==> config.mk <==
export PLATFORM = sky130hd
export DESIGN_NAME = matmul_sequencer
export DESIGN_NICKNAME = d
export VERILOG_FILES = /design/src/rtl/tpu_pkg.sv /design/src/rtl/matmul_sequencer_operand_skew.sv /design/src/rtl/matmul_sequencer.sv
export SDC_FILE = /design/constraint.sdc
export NUM_CORES = 1
export LEC_CHECK = 0
export ABC_CLOCK_PERIOD_IN_PS = 2300
export CAP_MARGIN = 20
export CORE_MARGIN = 5
export CORE_UTILIZATION = 45
export DETAILED_ROUTE_END_ITERATION = 16
export HOLD_SLACK_MARGIN = 0.1
export PLACE_DENSITY = 0.76
export SYNTH_ARGS = -nofsm -noshare
export SYNTH_HDL_FRONTEND = slang
export SYNTH_SLANG_ARGS = --single-unit
==> constraint.sdc <==
create_clock -name clk -period 2.3 [get_ports clk]
set_input_delay 0.46 -clock clk [delete_from_list [all_inputs] [get_ports clk]]
set_output_delay 0.46 -clock clk [all_outputs]
set_load 0.1 [all_outputs]
==> src/rtl/tpu_pkg.sv <==
// Shared TPU sequencing types and constants: FSM state encoding, opcodes and stream length.
package tpu_pkg;

  typedef enum logic [2:0] {
    IDLE   = 3'd0,
    LOAD_W = 3'd1,
    SETTLE = 3'd2,
    STREAM = 3'd3,
    DRAIN  = 3'd4,
    DONE   = 3'd5
  } state_e;

  localparam logic [2:0] OPC_NOP    = 3'b000;
  localparam logic [2:0] OPC_LOAD_W = 3'b001;

  localparam int unsigned STREAM_STEPS = 3;
  localparam int unsigned STEP_W       = 2;

endpackage

==> src/rtl/matmul_sequencer_operand_skew.sv <==
// Diagonal-skew mapping of a latched 2x2 activation matrix onto the two array row inputs.
module operand_skew
  import tpu_pkg::*;
#(
  parameter int unsigned DATA_W = 16
) (
  input  logic [STEP_W-1:0] i_step,
  input  logic [DATA_W-1:0] i_a00,
  input  logic [DATA_W-1:0] i_a01,
  input  logic [DATA_W-1:0] i_a10,
  input  logic [DATA_W-1:0] i_a11,
  output logic [DATA_W-1:0] o_a_in1_c,
  output logic [DATA_W-1:0] o_a_in2_c
);

  // Row 1 runs one step behind row 0; unused slots are zero-filled.
  always_comb begin
    o_a_in1_c = '0;
    o_a_in2_c = '0;
    unique case (i_step)
      2'd0: o_a_in1_c = i_a00;
      2'd1: begin
        o_a_in1_c = i_a10;
        o_a_in2_c = i_a01;
      end
      2'd2: o_a_in2_c = i_a11;
      default: begin
        o_a_in1_c = '0;
        o_a_in2_c = '0;
      end
    endcase
  end

endmodule

==> src/rtl/matmul_sequencer.sv <==
// Sequences one 2x2 matmul job: weight-load instruction, settle, skewed activation stream, drain, done.
// Defining MATMUL_SEQ_PERF_EN adds saturating job_count / abort_count outputs.
module matmul_sequencer
  import tpu_pkg::*;
#(
  parameter int unsigned DATA_W       = 16,
  parameter int unsigned ADDR_W       = 13,
  parameter int unsigned OPC_W        = 3,
  parameter int unsigned DRAIN_CYCLES = 3
) (
  input  logic                     clk,
  input  logic                     reset,
  input  logic                     start,
  input  logic                     abort,
  input  logic [ADDR_W-1:0]        base_addr,
  input  logic [DATA_W-1:0]        a00,
  input  logic [DATA_W-1:0]        a01,
  input  logic [DATA_W-1:0]        a10,
  input  logic [DATA_W-1:0]        a11,
  output logic [OPC_W+ADDR_W-1:0]  instruction,
  output logic                     valid,
  output logic [DATA_W-1:0]        a_in1,
  output logic [DATA_W-1:0]        a_in2,
  output logic                     busy,
  output logic                     done,
  output logic                     start_ignored
`ifdef MATMUL_SEQ_PERF_EN
  ,
  output logic [31:0]              job_count,
  output logic [15:0]              abort_count
`endif
);

  localparam int unsigned INSTR_W = OPC_W + ADDR_W;
  localparam int unsigned DRAIN_W = (DRAIN_CYCLES > 1) ? $clog2(DRAIN_CYCLES) : 1;

  state_e              r_state, w_state_nxt;
  logic [STEP_W-1:0]   r_step, w_step_nxt;
  logic [DRAIN_W-1:0]  r_drain, w_drain_nxt;
  logic                w_latch, w_abort_acc;

  logic [ADDR_W-1:0]   r_base, w_base_nxt;
  logic [DATA_W-1:0]   r_a00, r_a01, r_a10, r_a11;

  logic [INSTR_W-1:0]  r_instruction, w_instruction_nxt;
  logic                r_valid, w_valid_nxt;
  logic [DATA_W-1:0]   r_a_in1, w_a_in1_nxt;
  logic [DATA_W-1:0]   r_a_in2, w_a_in2_nxt;
  logic                r_busy, w_busy_nxt;
  logic                r_done, w_done_nxt;
  logic                r_start_ignored, w_start_ignored_nxt;
  logic [DATA_W-1:0]   w_skew_a1, w_skew_a2;

  operand_skew #(
    .DATA_W(DATA_W)
  ) u_skew (
    .i_step   (w_step_nxt),
    .i_a00    (r_a00),
    .i_a01    (r_a01),
    .i_a10    (r_a10),
    .i_a11    (r_a11),
    .o_a_in1_c(w_skew_a1),
    .o_a_in2_c(w_skew_a2)
  );

  // Next-state: job progression, with abort overriding every working state.
  always_comb begin
    w_state_nxt = r_state;
    w_step_nxt  = r_step;
    w_drain_nxt = r_drain;
    w_latch     = 1'b0;
    w_abort_acc = 1'b0;
    unique case (r_state)
      IDLE: begin
        if (start && !abort) begin
          w_state_nxt = LOAD_W;
          w_latch     = 1'b1;
        end
      end
      LOAD_W: w_state_nxt = SETTLE;
      SETTLE: begin
        w_state_nxt = STREAM;
        w_step_nxt  = '0;
      end
      STREAM: begin
        if (r_step == STEP_W'(STREAM_STEPS - 1)) begin
          w_state_nxt = DRAIN;
          w_drain_nxt = DRAIN_W'(DRAIN_CYCLES - 1);
        end else begin
          w_step_nxt = r_step + STEP_W'(1);
        end
      end
      DRAIN: begin
        if (r_drain == '0) begin
          w_state_nxt = DONE;
        end else begin
          w_drain_nxt = r_drain - DRAIN_W'(1);
        end
      end
      DONE:    w_state_nxt = IDLE;
      default: w_state_nxt = IDLE;
    endcase
    if (abort && (r_state inside {LOAD_W, SETTLE, STREAM, DRAIN})) begin
      w_state_nxt = IDLE;
      w_abort_acc = 1'b1;
    end
  end

  // Output decode from the next state so registered outputs line up with the state they describe.
  always_comb begin
    w_base_nxt          = w_latch ? base_addr : r_base;
    w_instruction_nxt   = {OPC_W'(OPC_NOP), ADDR_W'(0)};
    w_valid_nxt         = 1'b0;
    w_a_in1_nxt         = '0;
    w_a_in2_nxt         = '0;
    w_busy_nxt          = w_state_nxt inside {LOAD_W, SETTLE, STREAM, DRAIN};
    w_done_nxt          = (w_state_nxt == DONE);
    w_start_ignored_nxt = start && (r_state != IDLE) && !w_abort_acc;
    if (w_state_nxt == LOAD_W) begin
      w_instruction_nxt = {OPC_W'(OPC_LOAD_W), w_base_nxt};
    end
    if (w_state_nxt == STREAM) begin
      w_valid_nxt = 1'b1;
      w_a_in1_nxt = w_skew_a1;
      w_a_in2_nxt = w_skew_a2;
    end
  end

  always_ff @(posedge clk or negedge reset) begin
    if (!reset) begin
      r_state         <= IDLE;
      r_step          <= '0;
      r_drain         <= '0;
      r_base          <= '0;
      r_a00           <= '0;
      r_a01           <= '0;
      r_a10           <= '0;
      r_a11           <= '0;
      r_instruction   <= '0;
      r_valid         <= 1'b0;
      r_a_in1         <= '0;
      r_a_in2         <= '0;
      r_busy          <= 1'b0;
      r_done          <= 1'b0;
      r_start_ignored <= 1'b0;
    end else begin
      r_state         <= w_state_nxt;
      r_step          <= w_step_nxt;
      r_drain         <= w_drain_nxt;
      r_instruction   <= w_instruction_nxt;
      r_valid         <= w_valid_nxt;
      r_a_in1         <= w_a_in1_nxt;
      r_a_in2         <= w_a_in2_nxt;
      r_busy          <= w_busy_nxt;
      r_done          <= w_done_nxt;
      r_start_ignored <= w_start_ignored_nxt;
      if (w_latch) begin
        r_base <= base_addr;
        r_a00  <= a00;
        r_a01  <= a01;
        r_a10  <= a10;
        r_a11  <= a11;
      end
    end
  end

  assign instruction   = r_instruction;
  assign valid         = r_valid;
  assign a_in1         = r_a_in1;
  assign a_in2         = r_a_in2;
  assign busy          = r_busy;
  assign done          = r_done;
  assign start_ignored = r_start_ignored;

`ifdef MATMUL_SEQ_PERF_EN
  logic [31:0] r_job_count;
  logic [15:0] r_abort_count;

  // Saturating activity counters.
  always_ff @(posedge clk or negedge reset) begin
    if (!reset) begin
      r_job_count   <= '0;
      r_abort_count <= '0;
    end else begin
      if ((r_state == DONE) && (r_job_count != '1)) begin
        r_job_count <= r_job_count + 32'd1;
      end
      if (w_abort_acc && (r_abort_count != '1)) begin
        r_abort_count <= r_abort_count + 16'd1;
      end
    end
  end

  assign job_count   = r_job_count;
  assign abort_count = r_abort_count;
`endif

endmodule

Yosys cells after proc, flatten, opt, wreduce, memory -nomap -nowiden --
Index checks and enable logic that the tools add are counted.
Cells by class: muxes and demuxes 20, eq/ne operators 14, reduce and logical (&&, ||, !) cells 14, add/sub/neg operators 2
Operators with widths (count):
- case mux 16 bit (2 select lines) | 2
- two-way mux 16 bit | 2
- case mux 3 bit (5 select lines) | 1
- two-way mux 14 bit | 1
- two-way mux 13 bit | 1
- equality test 3 x 2 -> 1 bit (second input constant) | 4
- two-way mux 3 bit | 4
- equality test 3 bit (second input constant) | 3
- case mux 2 bit (2 select lines) | 2
- nonzero test 4 bit | 2
- equality test 3 x 1 -> 1 bit (second input constant) | 2
- two-way mux 2 bit | 3
- equality test 2 bit (second input constant) | 2
- logical AND 1 bit | 4
- logical NOT 2 bit | 2
- two-way mux 1 bit | 4
- != test 2 bit (second input constant) | 2
- logical NOT 3 bit | 1
- AND reduction 3 bit | 1
- nonzero test 3 bit | 1
- adder 2 x 1 -> 2 bit (second input constant) | 1
- equality test 2 x 1 -> 1 bit (second input constant) | 1
- logical NOT 1 bit | 2
- nonzero test 2 bit | 1
- subtractor 2 x 1 -> 2 bit (second input constant) | 1
Storage, ports and cells: word-level logic and storage cells 65, output and inout bits 52, input port bits 81, register bits after elaboration 136

Longest topological paths before layout --
depth in word-level cells 7, depth in mapped cells 10, mapped depth without buffers 8

Modules after synthesis --
From an unflattened synthesis, not the netlist that was laid out.
Unflattened totals: cells, all modules 526, area, all modules 5151.2 um^2
By module, submodules not included:
- matmul_sequencer | cells an instance 465, sequential area each 3027.9 um^2, instances 1, area each 4689.5 um^2
- operand_skew | cells an instance 61, sequential area each 0.0 um^2, instances 1, area each 461.7 um^2

Least setup slack after synthesis --
OpenSTA, ideal clock, no wires.
path kind reg-to-reg, start reg r_state[2], end reg r_a_in2[10], in the netlist a_in2[10], library setup time 72 ps, path buffers 3, slack 429 ps, data required time 2228 ps, stages on the path, launching flop included 10, arrival 1799 ps, period minus slack after synthesis 1871 ps, cells stage by stage dfrtp_1 buf_2 nand2b_1 o21a_1 inv_1 ha_1 clkbuf_1 clkbuf_1 a22oi_1 nor2_1
On the way: elaborated cells between the ends (all ways) 18, classes of those cells 7 x eq/ne; 8 x mux; 3 x reduce/logical
RTL lines:
- start, declared | RTL line matmul_sequencer.sv:37 | state_e r_state, w_state_nxt;
- start signal, assigned | RTL line matmul_sequencer.sv:147 | r_state <= w_state_nxt;
- equality test 3 x 2 -> 1 bit | RTL line matmul_sequencer.sv:73 | unique case (r_state)
- case mux 2 bit (2 select lines) (*) | RTL line matmul_sequencer.sv:73
- named net u_skew.i_step[1] | RTL line matmul_sequencer_operand_skew.sv:7 | input logic [STEP_W-1:0] i_step,
- equality test 2 bit or equality test 2 x 1 -> 1 bit (tied branches) | RTL line matmul_sequencer_operand_skew.sv:20 | unique case (i_step)
- case mux 16 bit (2 select lines) (*) | RTL line matmul_sequencer_operand_skew.sv:20
- two-way mux 16 bit (*) | RTL line matmul_sequencer.sv:122 | if (w_state_nxt == STREAM) begin
- named net w_a_in2_nxt[10] | RTL line matmul_sequencer.sv:48 | logic [DATA_W-1:0] r_a_in2, w_a_in2_nxt;
- end signal, assigned | RTL line matmul_sequencer.sv:153 | r_a_in2 <= w_a_in2_nxt;
- end, declared | RTL line matmul_sequencer.sv:48
The timed path passes the listed nets; every way through them passes the cells marked *. A chain may end at the register's enable or synchronous reset.

Worst setup path after layout --
start reg r_state[2], end reg r_a_in1[2], in the netlist a_in1[2]
On the way: cells in the longest elaborated chain, start to end 6, elaborated cells between the ends (all ways) 18, classes of those cells 6 x eq/ne; 8 x mux; 4 x reduce/logical
RTL lines:
- equality test 3 x 1 -> 1 bit, or another cell as far along | RTL line matmul_sequencer.sv:73, matmul_sequencer.sv:103
- nonzero test 4 bit | RTL line matmul_sequencer.sv:103 | if (abort && (r_state inside {LOAD_W, SETTLE, STREAM, DRAIN})) begin
- logical AND 1 bit | RTL line matmul_sequencer.sv:103
- two-way mux 3 bit | RTL line matmul_sequencer.sv:103
- equality test 3 x 2 -> 1 bit | RTL line matmul_sequencer.sv:122
- two-way mux 16 bit (*) | RTL line matmul_sequencer.sv:122
- named net w_a_in1_nxt[2] | RTL line matmul_sequencer.sv:47 | logic [DATA_W-1:0] r_a_in1, w_a_in1_nxt;
- end signal, assigned | RTL line matmul_sequencer.sv:152 | r_a_in1 <= w_a_in1_nxt;
- end, declared | RTL line matmul_sequencer.sv:47
Marked as above.

==> out/metrics.csv <==
metric,value,unit
relSlewSlack,0.513,
htreeDepth,4,
cts_max_path_buffers,2,
synthesis.instances,480,
tns,0,ps
placed_area,6030,um^2
coreArea,10400,um^2
cts_tree,yes,
dp_hpwl,7.62,mm
min_period,2130,ps
drtPass1Iterations,5,
maxCapViolCount,0,
drt_wl_total,11.2,mm
clk_latency,500,ps
timing.final.crit_share,0.925,
die_w,113,um
rsz0062_at_grt,no,
tightestPinTransition,730,ps
ctsRootBufferMaster,clkbuf_8,
cts.clk_slew.worst_paths,50,ps
grt_pass1_vias,3860,
ir_drop,566,uV
die_y,113,um
crit_path_start_kind,register,
fmax,470,MHz
grt.total_usage,0.184,
skew,5.87,ps
hp-class,register to register,
start_util,0.462,
fin_nets,695,
status,finished clean,
rows,37,
io_pins,133,
final_cells,757,
dp_cells,724,
final-max-slew-violation-count,0,
grt_pass1_wl,18.5,mm
clock_sinks,121,
port_buffers,130,
cts_buffers,17,
final_cell_mix,"198 x nand2_1, 121 x dfrtp_1, 79 x clkdlybuf4s50_1",
fin_util,0.637,
syn2layout_area_growth,37.9,%
ys_types,33,
antenna_found_initial,0,
ys.warnings.count,0,
cp.required,2730,ps
drive_gt1_frac,0.171,
synth-seq-cells,121,
synth_edf_count,0,
power_density,1280,nW/um^2
drtAntennaViolNets,0,
setup-violations-final,0,
die_area,12800,um^2
syn_area,4790,um^2
cp.arrival,2550,ps
ys_seq_area_frac,0.632,
power_leakage,0.00334,uW
synthFlopType,dfrtp_1,
final_area,6610,um^2
grt_max_degree,47,
drt-initial-drc-count,160,
async_reset_ff_frac,1.00,
wl_per_cell,14.8,um
antennaDiodeCount,0,
drc,0,
layout_commonest_cell,nand2_1,
hold_viol,0,
globalRouteOverflowTotal,0,
critPathKind,register to register,
critPathCaptureType,register,
via_per_inst,4.79,
avgSynthCellArea,9.98,um^2
vias,3623,
gp_congestion,0.839,
crit_fanout,16,
metal layers:
layer  global-route usage  vias up  share of wire
met1                0.221     1751           0.42
met5                    0        -              0
met3               0.0551        8          0.047
li1                     -     1769              -
met4               0.0625        0          0.010
met2                0.317       95           0.52
Yosys cell counts (3+ instances only):
master / n / area (um^2)
o21a_1: 3 / 22.5
dfrtp_1: 121 / 3030
buf_6: 9 / 101
a21oi_1: 5 / 25.0
a22oi_1: 32 / 240
nand2_1: 198 / 743
inv_1: 8 / 30.0
buf_2: 7 / 35.0
nor2_1: 39 / 146
buf_4: 3 / 22.5
and2_4: 9 / 78.8
and2_1: 4 / 25.0
ha_1: 6 / 75.1
clkbuf_1: 11 / 41.3
power breakdown:
| group | switching (uW) | internal [uW] |
|---|---|---|
| registers | 406 | 2820 |
| clock network | 864 | 1660 |
| logic | 1810 | 871 |
metrics by stage:
stage                     hold slack (ps)  worst slack, ps  total power (uW)
after floorplan                       164              429              5200
after global placement                457              239              5810
after detailed placement              463              212              5930
after CTS                             448              179              8510
after global routing                  466             20.8              8960
final                                 474              172              8440
critical path, stage by stage (launching register included):
cell and delay [ps]:
dfrtp_1 460, nand2b_1 270, nand2_1 110, o21a_1 170
ha_1 640, a22oi_1 230, nor2_1 160
cells by family (layout without fill, tap and decap cells):
kind of cell	count (synthesis)	count (layout)	synth area share
simple gates	266	266	0.232
flops	121	121	0.632
compound gates	46	46	0.0687
buf+inv	39	179	0.0488
fa+ha+maj	7	7	0.0180
other cells	1	2	0.000783
area by class of cell:
| type | instances | area, um^2 |
|---|---|---|
| sequential | 121 | 3030 |
| multi-input combinational | 321 | 1540 |
| tap | 136 | 170 |
| inverter | 9 | 33.8 |
| timing repair buffer | 138 | 1270 |
| fill | 883 | 3760 |
| clock inverter | 10 | 125 |
| clock buffer | 22 | 443 |
sequential cells by signal (all words and copies together) (netlist names):
| name | count |
|---|---|
| a_in1 | 16 |
| a_in2 | 16 |
| r_a00 | 16 |
| r_a01 | 16 |
| r_a10 | 16 |
| r_a11 | 16 |
| instruction | 14 |
| r_state | 3 |
| r_drain | 2 |
| r_step | 2 |
| busy | 1 |
| done | 1 |
| start_ignored | 1 |
| valid | 1 |
path summary, 6_finish.rpt:
kind | startpoint | to | slack [ps] | depth (start not counted)
max | r_state[2] | a_in1[2] | 170 | 6
min | r_a01[2] | r_a01[2] | 470 | 2
max reg2reg | r_state[2] | a_in1[2] | 170 | 6
min reg2reg | r_a01[2] | r_a01[2] | 470 | 2
max in group asynchronous | reset | r_a00[8] | 1160 | 3
min in group asynchronous | reset | a_in2[2] | 490 | 2
repair_timing:
item                                   in CTS  in global routing
setup endpoints to repair                   0                  7
gates resized for setup                     0                  1
hold buffers                                1                  0
endpoints found under the hold margin      41                  0
buffers inserted                            0                  0
(Power assumes the default switching activity.)
